**src/rtl/imm_encoder_pkg.sv**
```systemverilog
// Shared immediate-source codes, FSM state encoding and the single-cycle
// range checks used by the immediate encoder.
package imm_encoder_pkg;

  localparam logic [1:0] IMM_DP  = 2'b00;
  localparam logic [1:0] IMM_MEM = 2'b01;
  localparam logic [1:0] IMM_BR  = 2'b10;

  localparam logic [0:0] ST_IDLE   = 1'b0;
  localparam logic [0:0] ST_SEARCH = 1'b1;

  localparam logic [3:0] ROT_LAST = 4'd15;

  typedef struct packed {
    logic        valid;
    logic [23:0] field;
  } enc_t;

  // DP constant with rotation 0: only an unrotated byte fits.
  function automatic enc_t encode_dp0(input logic [31:0] value);
    enc_t r;
    r.valid = (value[31:8] == 24'd0);
    r.field = r.valid ? {16'd0, value[7:0]} : 24'd0;
    return r;
  endfunction

  function automatic enc_t encode_mem(input logic [31:0] value);
    enc_t r;
    r.valid = (value[31:12] == 20'd0);
    r.field = r.valid ? {12'd0, value[11:0]} : 24'd0;
    return r;
  endfunction

  // Word-aligned byte offset that sign-extends from bit 25.
  function automatic enc_t encode_br(input logic [31:0] value);
    enc_t r;
    r.valid = (value[1:0] == 2'b00) &&
              ((value[31:25] == 7'h00) || (value[31:25] == 7'h7f));
    r.field = r.valid ? value[25:2] : 24'd0;
    return r;
  endfunction

endpackage

```
**src/rtl/imm_rot_check.sv**
```systemverilog
// Rotates a constant left by 2*rot and reports whether the result fits in
// the low byte, i.e. whether imm8 ROR (2*rot) can reproduce the constant.
module imm_rot_check (
  input  logic [31:0] value,
  input  logic [3:0]  rot,
  output logic [7:0]  t,
  output logic        fits
);

  logic [5:0]  shamt;
  logic [63:0] doubled;
  logic [31:0] rotated;

  assign shamt   = {1'b0, rot, 1'b0};
  // Bits shifted out of the upper copy are refilled from the lower copy.
  assign doubled = {value, value} << shamt;
  assign rotated = doubled[63:32];
  assign t       = rotated[7:0];
  assign fits    = (rotated[31:8] == 24'd0);

endmodule

```
**src/rtl/imm_encoder.sv**
```systemverilog
// Packs a 32-bit constant into the Instr[23:0] immediate field for a given
// ImmSrc; DP constants are found by a one-rotation-per-cycle search.
module imm_encoder
  import imm_encoder_pkg::*;
#(
  parameter bit ROT_EN = 1'b1
) (
  input  logic        clk,
  input  logic        reset,
  input  logic        start,
  input  logic [1:0]  imm_src,
  input  logic [31:0] value,
  output logic        busy,
  output logic        done,
  output logic        valid,
  output logic [23:0] instr_field
);

  logic [0:0]  state;
  logic [3:0]  rot;
  logic [31:0] value_q;
  logic [7:0]  rot_t;
  logic        rot_fits;
  enc_t        idle_res;
  logic        go_search;

  imm_rot_check u_rot_check (
    .value (value_q),
    .rot   (rot),
    .t     (rot_t),
    .fits  (rot_fits)
  );

  // Rotation 0 is tested directly on the incoming value at the accepting
  // edge, so the search proper starts at rotation 1 and latency is rot+1.
  // NOTE: every signal assigned in always_comb gets a default first so no
  // path leaves it unassigned and no latch is inferred.
  always_comb begin
    idle_res  = '0;
    go_search = 1'b0;
    case (imm_src)
      IMM_DP: begin
        idle_res  = encode_dp0(value);
        go_search = ROT_EN && !idle_res.valid;
      end
      IMM_MEM: idle_res = encode_mem(value);
      IMM_BR:  idle_res = encode_br(value);
      default: idle_res = '0;
    endcase
  end

  assign busy = (state == ST_SEARCH);

  // NOTE: sequential state uses non-blocking assignments so every register
  // samples pre-edge values, independent of statement order.
  always_ff @(posedge clk or posedge reset) begin
    if (reset) begin
      state       <= ST_IDLE;
      rot         <= 4'd0;
      value_q     <= 32'd0;
      done        <= 1'b0;
      valid       <= 1'b0;
      instr_field <= 24'd0;
    end else begin
      done <= 1'b0;
      case (state)
        ST_IDLE: begin
          if (start) begin
            value_q <= value;
            if (go_search) begin
              state       <= ST_SEARCH;
              rot         <= 4'd1;
              valid       <= 1'b0;
              instr_field <= 24'd0;
            end else begin
              valid       <= idle_res.valid;
              instr_field <= idle_res.field;
              done        <= 1'b1;
            end
          end
        end
        ST_SEARCH: begin
          if (rot_fits) begin
            valid       <= 1'b1;
            instr_field <= {12'd0, rot, rot_t};
            done        <= 1'b1;
            state       <= ST_IDLE;
            rot         <= 4'd0;
          end else if (rot == ROT_LAST) begin
            valid       <= 1'b0;
            instr_field <= 24'd0;
            done        <= 1'b1;
            state       <= ST_IDLE;
            rot         <= 4'd0;
          end else begin
            rot <= rot + 4'd1;
          end
        end
        default: begin
          state <= ST_IDLE;
          rot   <= 4'd0;
        end
      endcase
    end
  end

endmodule
```
**config.mk**
```make
export PLATFORM = sky130hd
export DESIGN_NAME = imm_encoder
export DESIGN_NICKNAME = d
export VERILOG_FILES = /design/src/rtl/imm_encoder_pkg.sv /design/src/rtl/imm_rot_check.sv /design/src/rtl/imm_encoder.sv
export SDC_FILE = /design/constraint.sdc
export NUM_CORES = 1
export LEC_CHECK = 0
export ABC_AREA = 0
export CAP_MARGIN = 15
export CORE_ASPECT_RATIO = 1.4
export CORE_MARGIN = 8
export CORE_UTILIZATION = 30
export DETAILED_ROUTE_END_ITERATION = 12
export MAX_ROUTING_LAYER = met4
export PLACE_DENSITY = 0.57
export SETUP_SLACK_MARGIN = 0.05
export SKIP_CTS_REPAIR_TIMING = 1
export SLEW_MARGIN = 20
export SYNTH_ARGS = -nofsm -noshare
export SYNTH_HDL_FRONTEND = slang
export SYNTH_HIERARCHICAL = 1
export SYNTH_SLANG_ARGS = --single-unit
```
**constraint.sdc**
```tcl
create_clock -name clk -period 8.5 [get_ports clk]
set_input_delay 1.7 -clock clk [delete_from_list [all_inputs] [get_ports clk]]
set_output_delay 1.7 -clock clk [all_outputs]
set_load 0.01 [all_outputs]
```
Yosys cells after proc, flatten, opt, wreduce, memory -nomap -nowiden
Cells that the tools add are included.
Cells by class
  add/subtract/negate cells: 1
  $mul: 0
  div/mod/pow operators: 0
  order comparisons: 0
  equal/unequal tests: 7
  shifts and indexed selects: 1
  multiplexer cells: 30
  bitwise logic cells: 1
  reduce and logical (&&, ||, !) cells: 12
Operator list (number)
  24-bit 2-to-1 mux: 5
  25-bit case mux with 3 select lines: 1
  64-bit by 5-bit << shifter with 64-bit output: 1
  24-bit zero test: 2
  24-bit case mux with 2 select lines: 1
  20-bit zero test: 1
  4-bit 2-to-1 mux: 4
  1-bit 2-to-1 mux: 13
  12-bit 2-to-1 mux: 1
  8-bit 2-to-1 mux: 1
  4-bit case mux with 2 select lines: 1
  7-bit == test (second input constant): 1
  7-bit zero test: 1
  1-bit case mux with 2 select lines: 3
  2-bit AND reduction: 3
  4-bit by 1-bit adder with 4-bit output (second input constant): 1
  4-bit == test (second input constant): 1
  2-bit zero test: 2
  2-bit != test (second input constant): 2
  3-bit by 1-bit != test with 1-bit output (second input constant): 1
  2-bit by 1-bit == test with 1-bit output (second input constant): 1
  2-bit == test (second input constant): 1
  1-bit logical AND: 1
  1-bit zero test: 1
  other kinds (2): 2
Storage, ports and cells
  register bits: 63
  latch bits: 0
  bits in writable memories: 0
  ROM bits: 0
  input port bits: 37
  output and inout port bits: 27
  word-level logic and storage cells: 58
  memories kept: 0

Logic depth before layout (Yosys ltp)
Gate-level depths: netlist (run 1).
  word-level depth: 8
  depth in mapped cells: 15

By module
Netlist (run 1), hierarchy kept.
By module, submodules not included
  imm_encoder: instances 1, cells an instance 296, area each 2817.7 um^2, sequential area each 1576.5 um^2
  imm_rot_check: instances 1, cells an instance 188, area each 1536.5 um^2, sequential area each 0.0 um^2

Worst setup path before layout (run 1)
No wires, ideal clock.
  path type: input to register
  start point: input value[13]
  end point: register rot[0]
  setup time: 0.128 ns
  arrival time: 3.074 ns
  setup slack: 5.298 ns
  cell stages on the path: 5
  buffers on the path: 0
  path through: nor4_1 -> nand4_2 -> o21a_2 -> a21oi_2 -> mux2_1
Between the ends
  word-level cells in the longest chain between the ends: 5
RTL lines
  start: declaration: line imm_encoder.sv:12  | input logic [31:0] value,
  24-bit zero test: line imm_encoder_pkg.sv:22  | r.valid = (value[31:8] == 24'd0);
  1-bit zero test: line imm_encoder.sv:44  | go_search = ROT_EN && !idle_res.valid;
  1-bit 2-to-1 mux: line imm_encoder.sv:41  | case (imm_src)
  2-bit != test (no source line)
  2-bit AND reduction (no source line)
  end signal: assignment: line imm_encoder.sv:96  | rot <= rot + 4'd1;
  end: declaration: line imm_encoder.sv:20  | logic [3:0] rot;
Every way passes these cells.
A chain may end at the register's enable or synchronous reset.

Worst setup path after layout (run 1)
  start point: register rot[1]
  end point: register instr_field[3]
Between the ends
  word-level cells in the longest chain between the ends: 4
  elaborated cells on any way between the ends: 7
RTL lines
  64-bit by 5-bit << shifter with 64-bit output (*): line imm_rot_check.sv:16  | assign doubled = {value, value} << shamt;
  24-bit zero test (*): line imm_rot_check.sv:19  | assign fits = (rotated[31:8] == 24'd0);
  named net rot_fits: line imm_encoder.sv:23  | logic rot_fits;
  24-bit 2-to-1 mux / 3-bit by 1-bit != test with 1-bit output (equally long branches)
  24-bit case mux with 2 select lines / 2-bit AND reduction (equally long branches)
  end signal: assignment: line imm_encoder.sv:77  | instr_field <= idle_res.field;
  end signal: assignment: line imm_encoder.sv:85  | instr_field <= {12'd0, rot, rot_t};
  end: declaration: line imm_encoder.sv:16  | output logic [23:0] instr_field
Mark *: on every way through the listed nets, which the timed path passes. The rest lies on a longest branch.

==> results of run 1 <==
flip-flops by register name, summed over array words and instances, names as in the netlist:
signal,cells
rot,4
instr_field,24
valid,1
busy,1
value_q,32
done,1
where the power goes:
| group | switching, W | leakage (nW) | total (W) | internal, W |
|---|---|---|---|---|
| registers | 0.000167 | 0.808 | 0.000566 | 0.000399 |
| clock network | 0.000130 | 0.156 | 0.000380 | 0.000250 |
| logic | 0.000603 | 1.30 | 0.00107 | 0.000472 |
| total | 0.000900 | 2.26 | 0.00202 | 0.00112 |
cell usage in the layout, fill, tap and decap left out, types with 6 or more instances in the layout:
cell type	netlist	layout
a211oi_1	6	6
a21oi_1	19	19
a22o_1	13	13
a22oi_1	16	16
buf_4	1	6
clkbuf_16	0	9
clkdlybuf4s50_1	0	63
dfrtp_1	63	62
mux2_2	8	8
mux2i_1	41	41
mux4_2	14	14
nand2_1	133	133
nor2_1	30	29
nor3_1	7	7
nor4_1	7	7
o21ai_0	7	7
o21ai_1	12	12
area by class of cell:
type	instances	share of cell area, %
clock inverters	3	0.740
multi-input cells	384	47.9
flip-flops and latches	63	29.1
clock buffers	13	4.99
repair buffers	69	12.5
well taps	189	4.37
inverters	5	0.347
Yosys cell counts (4+ instances only):
cell | number | area share [%]
nor4_1 | 7 | 1.0
a22oi_1 | 16 | 2.8
nor2b_1 | 5 | 0.72
buf_6 | 4 | 1.0
a22o_1 | 13 | 2.6
mux2_2 | 8 | 2.1
mux4_2 | 14 | 7.2
o21ai_1 | 12 | 1.4
clkbuf_1 | 13 | 1.1
mux2i_1 | 41 | 9.4
o211ai_1 | 4 | 0.69
nor2_1 | 30 | 2.6
a211oi_1 | 6 | 1.0
and2_1 | 4 | 0.57
dfrtp_1 | 63 | 36
buf_2 | 13 | 1.5
o31a_1 | 4 | 0.80
a21oi_1 | 19 | 2.2
o21ai_0 | 7 | 0.80
nand2_1 | 133 | 11
nor3_1 | 7 | 0.80
logic make-up after synthesis:
logic type,after synthesis,synth area share [%]
mux,64,19.0
flops,63,36.2
simple gates,211,22.4
compound gates,106,17.3
xor+xnor,2,0.402
fa+ha+maj,1,0.287
buf+inv,37,4.34
how the worst max path moves through the flow:
stage,from,end,slack [ns],depth (start not counted)
2_1_floorplan,reset,busy,5.23,1
3_3_place_gp,rot[1],instr_field[22],4.07,12
3_5_place_dp,imm_src[1],instr_field[16],4.07,5
4_1_cts,rot[1],instr_field[16],4.11,12
5_1_grt,rot[1],instr_field[0],3.80,11
6_report,rot[1],instr_field[3],4.07,11
layer usage:
| layer | GRT usage (%) | part of all wire [%] | up-vias |
|---|---|---|---|
| li1 | - | - | 1867 |
| met1 | 17.7 | 42 | 2012 |
| met2 | 27.5 | 52 | 95 |
| met3 | 1.45 | 2.2 | 31 |
| met4 | 7.83 | 3.4 | 0 |
| met5 | - | 0 | - |
metrics by stage:
stage	power, W	instance area, um^2	hold slack (ns)
after detailed placement	0.00164	5100	0.492
after global placement	0.00163	5100	0.490
after global routing	0.00217	5410	0.514
after floorplan	0.00131	4350	0.484
final	0.00202	5410	0.504
after CTS	0.00203	5410	0.507
==> flow_summary_export.csv, run 1 <==
group,metric,value,unit
worst_setup_path,cp.buffers_inverters,1,
worst_setup_path,end_kind,"flop",
synth,ys_seq_elements,63,
sta,min_period_over_period,52.1,%
clock_network,cts-root-buf,"clkbuf_16",
final_layout,syn_to_final_growth,24.3,%
sta,worstMarginPinSlew,0.820,ns
global_route,antenna_found_initial,0,
global_route,grt_pass1_vias,4049,
final_layout,fin_nets,570,
hold_path,worstHoldStart,"instr_field[19]",
worst_setup_path,crit_chain,"buf_4, mux2i_1, mux2i_1, a2111oi_0, o22ai_1, nand4b_1, a211oi_2, a31oi_1, o21ai_1, nand2_1, o21ai_1",
worst_setup_path,cpPeakStageDelay,0.65,ns
power,p_leak,2.26,nW
placement,place_ws,4.07,ns
worst_setup_path,r2r_start,"rot[1]",
hold_path,hp-class,"reg2reg",
global_route,grt_use_total,15.7,%
detailed_routing,drtIter0Drc,274,
worst_setup_path,path_class,"reg2reg",
die,dieArea,18700,um^2
final_layout,layout-drive-gt1-share,11.2,%
final_layout,regArea,1580,um^2
synth,ys.flop_type,"dfrtp_1",
synth,syn_area,4350,um^2
synth,ys_warn_count,6,
global_route,grt_max_degree,64,
sta,rsz0062_at_grt,"false",
synth,synth_edf_count,0,
clock_network,cts_tree,"yes",
die,core,14300,um^2
placement,dp_cells,710,
sta,fin_setup_tns,0,ns
final_layout,antenna_cells,0,
worst_setup_path,slowest_stage,"a2111oi_0",
worst_setup_path,r2r_setup_slack,4.07,ns
final_layout,nFillCells,1465,
clock_network,cts.path.max_buffers,2,
clock_network,cts_buffers,9,
final_layout,utilization,37.8,%
die,die_h,159,um
detailed_routing,avgViaCountPerCell,5.52,
sta,fin_crit,4.43,ns
detailed_routing,vias,4005,
worst_setup_path,cp_max_fo,63,
detailed_routing,route.antenna.remaining_nets,0,
sta,finalSetupViolCount,0,
detailed_routing,drc,0,
clock_network,clk_pin_slew,0.05,ns
hold_path,holdPathEnd,"instr_field[19]",
sta,skew,0.00523,ns
worst_setup_path,cp_top_family,"compound AO/OA/AOI/OAI gates",
synth,syn_avg_cell_area,9.00,um^2
die,rows,52,
die,initial_core_util,30.4,%
detailed_routing,wl_per_cell,19.5,um
worst_setup_path,worstPathRequired,8.75,ns
placement,portBuffers,63,
global_route,grt_first_pass_wirelength,22500,um
synth,synth_nets,522,
sta,relSlewSlack,45.2,%
worst_setup_path,r2r_cells,11,
die,ioPinCount,64,
placement,dp_hpwl,10500,um
final_layout,fin_cells,726,
final_layout,multi_input_area,2590,um^2
clock_network,cts_sinks,63,
sta,fin_ws,4.07,ns
placement,gp_congestion,0.918,
worst_setup_path,crit_arrival,4.68,ns
detailed_routing,firstDrtPassIters,5,
synth,async_flop_share,100,%
status,status,"finished clean",
run,cap_violations,0,
worst_setup_path,critPathLaunchType,"flop",
sta,slew_violations,0,
synth,synthDistinctLibCells,65,
power,vdd_drop_max,0.203,mV
worst_setup_path,r2r-end,"instr_field[3]",
synth,ys_seq_area_share,36.2,%
sta,max_freq,226,MHz
clock_network,htree_levels,3,
synth,synth_cells,484,
hold_path,holdPathStages,1,
detailed_routing,totalWireLength,14200,um
die,die_w,118,um
sta,hold_viol_final,0,
power,power_density,373,nW/um^2
clock_network,clock_latency,0.33,ns
global_route,overflow,0,
No activity file was read; power rests on OpenSTA's default activity.
==> inputs of run 2 (changes only) <==
==> constraint.sdc (replaced) <==
create_clock -name clk -period 4.6 [get_ports clk]
set_input_delay 0.92 -clock clk [delete_from_list [all_inputs] [get_ports clk]]
set_output_delay 0.92 -clock clk [all_outputs]
set_load 0.01 [all_outputs]
==> flow_summary_export.csv, run 2 (same netlist as run 1, synthesis figures left out) <==
group,metric,value,unit
clock_network,cts_tree,"yes",
placement,portBuffers,63,
sta,relSlewSlack,29.8,%
power,p_leak,2.29,nW
detailed_routing,drt-met1-wl,5740,um
detailed_routing,dr.max_layer_used,"met4",
sta,finalSetupViolCount,0,
final_layout,largest-register,"value_q",
placement,gp_congestion,0.987,
sta,skew,0.00667,ns
die,dieArea,18700,um^2
sta,slew_violations,0,
final_layout,syn_to_final_growth,25.7,%
run,cap_violations,0,
clock_network,cts-root-buf,"clkbuf_16",
worst_setup_path,worstPathRequired,4.87,ns
detailed_routing,totalWireLength,14800,um
worst_setup_path,r2r_cells,12,
final_layout,layout-drive-gt1-share,12.5,%
hold_path,worstHoldStart,"instr_field[14]",
clock_network,cts.path.max_buffers,2,
clock_network,clock_latency,0.33,ns
worst_setup_path,critPathLaunchType,"flop",
final_layout,reg.largest.list,"value_q x32, instr_field x24, rot x4",
status,status,"finished clean",
final_layout,antenna_cells,0,
die,die_w,118,um
final_layout,final_cell_mix,"nand2_1, clkdlybuf4s50_1, dfrtp_1, mux2i_1, nor2_1",
final_layout,final_common_cell,"nand2_1",
detailed_routing,wl_met2,7930,um
global_route,grt_pass1_vias,4146,
sta,max_freq,247,MHz
sta,hold_viol_final,0,
sta,fin_setup_tns,0,ns
power,finalPower,0.00379,W
hold_path,holdPathStages,1,
sta,fin_crit,4.05,ns
global_route,grt_use_total,16.4,%
sta,min_period_over_period,88.0,%
global_route,grt_first_pass_wirelength,23300,um
clock_network,cts_buffers,9,
die,rows,52,
die,initial_core_util,30.4,%
final_layout,largest_reg_flops,32,
detailed_routing,drtIter0Drc,248,
global_route,overflow,0,
placement,dp_hpwl,11300,um
die,core,14300,um^2
die,ioPinCount,64,
clock_network,cts_sinks,63,
worst_setup_path,end_kind,"flop",
worst_setup_path,r2r_setup_slack,0.55,ns
detailed_routing,vias,4059,
sta,worstMarginPinSlew,1.05,ns
detailed_routing,firstDrtPassIters,5,
hold_path,hp-class,"reg2reg",
sta,rsz0062_at_grt,"false",
worst_setup_path,crit_path_start,"rot[1]",
worst_setup_path,r2r_start,"rot[1]",
power,vdd_drop_max,0.265,mV
die,die_h,159,um
final_layout,nFillCells,1487,
clock_network,clk_pin_slew,0.05,ns
detailed_routing,avgViaCountPerCell,5.53,
sta,whs,0.507,ns
final_layout,fin_nets,578,
detailed_routing,wl_per_cell,20.1,um
worst_setup_path,cp_max_fo,25,
worst_setup_path,path_class,"reg2reg",
clock_network,htree_levels,3,
global_route,grt_max_degree,42,
hold_path,holdPathEnd,"instr_field[14]",
detailed_routing,dr_wl_met3,551,um
power,power_density,693,nW/um^2
detailed_routing,drc,0,
detailed_routing,route.antenna.remaining_nets,0,
global_route,antenna_found_initial,0,
worst_setup_path,r2r-end,"instr_field[18]",
worst_setup_path,crit_arrival,4.31,ns
-- run 2: routing by layer --
layer  up-vias  global-route usage [%]
met5         -                       -
met4         0                    9.18
met3        30                    1.74
met2       139                    29.0
met1      2020                    18.0
li1       1870                       -
-- run 2: layout make-up --
class                      count  area [um^2]  area share (%)
multi-input combinational    384         2590            47.4
sequential                    63         1580            28.8
timing repair buffer          77          748            13.7
clock buffer                  10          239            4.37
tap                          189          236            4.32
clock inverter                 6         60.1            1.10
inverter                       5         18.8           0.343
-- run 2: worst max path at each step --
| stage | depth (start not counted) | end | slack, ns |
|---|---|---|---|
| after floorplan | 13 | instr_field[1] | 1.50 |
| after global placement | 12 | instr_field[22] | 0.68 |
| after detailed placement | 12 | instr_field[18] | 0.62 |
| after CTS | 12 | instr_field[18] | 0.58 |
| after global routing | 13 | instr_field[17] | 0.30 |
| final | 12 | instr_field[18] | 0.55 |
-- run 2: per-stage QoR --
step | setup slack, ns | instances | util [%] | cell area, um^2
2_1_floorplan | 1.50 | 484 | - | 4350
3_3_place_gp | 0.681 | 718 | 36.1 | 5170
4_1_cts | 0.584 | 734 | 38.2 | 5470
3_5_place_dp | 0.616 | 718 | 36.1 | 5170
6_report | 0.554 | 734 | 38.2 | 5470
5_1_grt | 0.301 | 734 | 38.2 | 5470
-- run 2: critical path, cell delays in order (launching register included) --
cell,delay [ns]
dfrtp_2,0.76
buf_4,0.33
mux2i_1,0.15
mux4_2,0.52
and3_1,0.21
nand4_1,0.09
o31a_1,0.16
a211oi_2,0.07
a31oi_1,0.26
nor2_1,0.11
nor2_1,0.80
buf_4,0.35
a22o_1,0.17
-- run 2: power by group --
group          total [W]  switching [W]  internal (W)
clock network   0.000678       0.000247      0.000430
logic            0.00197        0.00106      0.000916
registers        0.00114       0.000402      0.000736
==> inputs of run 3 (changes only) <==
--- a/config.mk
+++ b/config.mk
@@ -9,10 +9,10 @@
 export CAP_MARGIN = 15
 export CORE_ASPECT_RATIO = 1.4
 export CORE_MARGIN = 8
-export CORE_UTILIZATION = 30
+export CORE_UTILIZATION = 50
 export DETAILED_ROUTE_END_ITERATION = 12
 export MAX_ROUTING_LAYER = met4
-export PLACE_DENSITY = 0.57
+export PLACE_DENSITY = 0.85
 export SETUP_SLACK_MARGIN = 0.05
 export SKIP_CTS_REPAIR_TIMING = 1
 export SLEW_MARGIN = 20
==> constraint.sdc (replaced) <==
create_clock -name clk -period 3.4 [get_ports clk]
set_input_delay 0.68 -clock clk [delete_from_list [all_inputs] [get_ports clk]]
set_output_delay 0.68 -clock clk [all_outputs]
set_load 0.01 [all_outputs]
==> flow_summary_export.csv, run 3 (same netlist as run 1, synthesis figures left out) <==
group,metric,value,unit
status,status,"finished clean",
final_layout,reg.largest.list,"value_q x32, instr_field x24, rot x4",
clock_network,clock_latency,0.34,ns
worst_setup_path,path_class,"reg2reg",
detailed_routing,totalWireLength,14300,um
worst_setup_path,r2r_cells,12,
worst_setup_path,r2r-end,"instr_field[21]",
clock_network,cts.path.max_buffers,2,
clock_network,cts_tree,"yes",
sta,relSlewSlack,42.0,%
die,core,8510,um^2
placement,portBuffers,63,
sta,fin_setup_tns,0,ns
power,vdd_drop_max,0.578,mV
die,dieArea,12000,um^2
hold_path,holdPathEnd,"instr_field[20]",
sta,fin_crit,3.21,ns
placement,gp_congestion,0.966,
detailed_routing,drtIter0Drc,339,
sta,max_freq,312,MHz
global_route,overflow,0,
global_route,grt_max_degree,44,
worst_setup_path,r2r_setup_slack,0.19,ns
final_layout,fin_nets,601,
global_route,met3_usage,4.07,%
hold_path,worstHoldStart,"instr_field[20]",
die,ioPinCount,64,
sta,finalSetupViolCount,0,
sta,skew,0.00905,ns
power,p_leak,2.42,nW
detailed_routing,firstDrtPassIters,7,
clock_network,cts-root-buf,"clkbuf_16",
clock_network,htree_levels,3,
die,rows,40,
detailed_routing,wl_per_cell,21.3,um
sta,min_period_over_period,94.3,%
global_route,grt_first_pass_wirelength,22800,um
sta,rsz0062_at_grt,"true",
global_route,antenna_found_initial,0,
placement,dp_hpwl,10800,um
final_layout,layout-drive-gt1-share,16.2,%
final_layout,syn_to_final_growth,28.8,%
global_route,grt.busiest_layer,"met2",
detailed_routing,route.antenna.remaining_nets,0,
clock_network,clk_pin_slew,0.05,ns
clock_network,cts_buffers,9,
worst_setup_path,critPathLaunchType,"flop",
detailed_routing,avgViaCountPerCell,6.30,
worst_setup_path,end_kind,"flop",
placement,dp_cells,654,
die,die_h,126,um
die,initial_core_util,51.2,%
worst_setup_path,worstPathRequired,3.61,ns
clock_network,cts_sinks,63,
die,die_w,94.9,um
hold_path,hp-class,"reg2reg",
final_layout,largest-register,"value_q",
final_layout,largest_reg_flops,32,
sta,slew_violations,0,
final_layout,antenna_cells,0,
global_route,grt_pass1_vias,4191,
global_route,grt_use_met1,29.6,%
worst_setup_path,crit_arrival,3.41,ns
final_layout,fin_cells,672,
global_route,use_met2,41.3,%
detailed_routing,vias,4231,
global_route,grt_use_total,25.3,%
worst_setup_path,cp_max_fo,12,
hold_path,holdPathStages,1,
final_layout,final_common_cell,"nand2_1",
worst_setup_path,r2r_start,"rot[1]",
final_layout,final_cell_mix,"nand2_1, clkdlybuf4s50_1, dfrtp_1, mux2i_1, buf_4",
run,cap_violations,0,
detailed_routing,drc,0,
sta,hold_viol_final,0,
power,power_density,971,nW/um^2
sta,worstMarginPinSlew,0.869,ns
==> run 3: cell count changes in the layout (fill, tap and decap cells not counted), sizes merged <==
cell	before	now
bufinv	1	2
buf	14	37
clkbuf	10	12
clkinv	4	0
==> run 3: where the power goes <==
part	switching [W]	leakage, nW	internal [W]
Clock	0.000317	0.149	0.000657
Sequential	0.000434	0.807	0.00100
Combinational	0.00160	1.47	0.00144
==> run 3: area by class of cell <==
| cell class | instances | area [um^2] |
|---|---|---|
| fillers | 721 | 2900 |
| multi-input cells | 384 | 2600 |
| flip-flops and latches | 63 | 1580 |
| repair buffers | 100 | 958 |
| clock buffers | 12 | 246 |
| well taps | 105 | 131 |
| clock inverters | 3 | 67.6 |
| inverters | 5 | 22.5 |
==> run 3: worst max-delay path, cell delays in order (launching register included) <==
cell and delay, ns:
dfrtp_2 0.45, buf_4 0.16, mux4_2 0.48, nand2_1 0.08
nand2_1 0.08, or4b_1 0.50, o31a_1 0.29, a211oi_2 0.24
a31oi_1 0.10, nor2_1 0.15, nor2_1 0.11, buf_4 0.19
a22o_1 0.25
==> run 3: metal layers <==
layer / vias up / routed length (um)
li1: 1930 / -
met1: 2083 / 5680
met2: 180 / 7440
met3: 38 / 675
met4: 0 / 527
met5: - / 0
==> run 3: worst max-delay path by stage <==
| stage | startpoint | to | slack, ns | depth (start not counted) |
|---|---|---|---|---|
| finish | rot[1] | instr_field[21] | 0.19 | 12 |
| global route | rot[1] | instr_field[5] | 0.04 | 13 |
| CTS | rot[1] | instr_field[6] | 0.1 | 11 |
| detailed placement | rot[1] | instr_field[6] | 0.12 | 12 |
| global placement | rot[1] | instr_field[7] | 0.14 | 12 |
| floorplan | rot[2] | instr_field[1] | 0.30 | 13 |
==> run 3: through the flow <==
step	hold slack [ns]	setup slack, ns	power [W]	util (%)	cell area (um^2)
2_1_floorplan	0.484	0.304	0.00329	-	4350
3_3_place_gp	0.487	0.137	0.00434	61.8	5260
3_5_place_dp	0.493	0.121	0.00436	61.8	5260
4_1_cts	0.506	0.0971	0.00536	65.5	5570
5_1_grt	0.514	0.0418	0.00576	65.9	5610
6_report	0.505	0.195	0.00545	65.9	5610
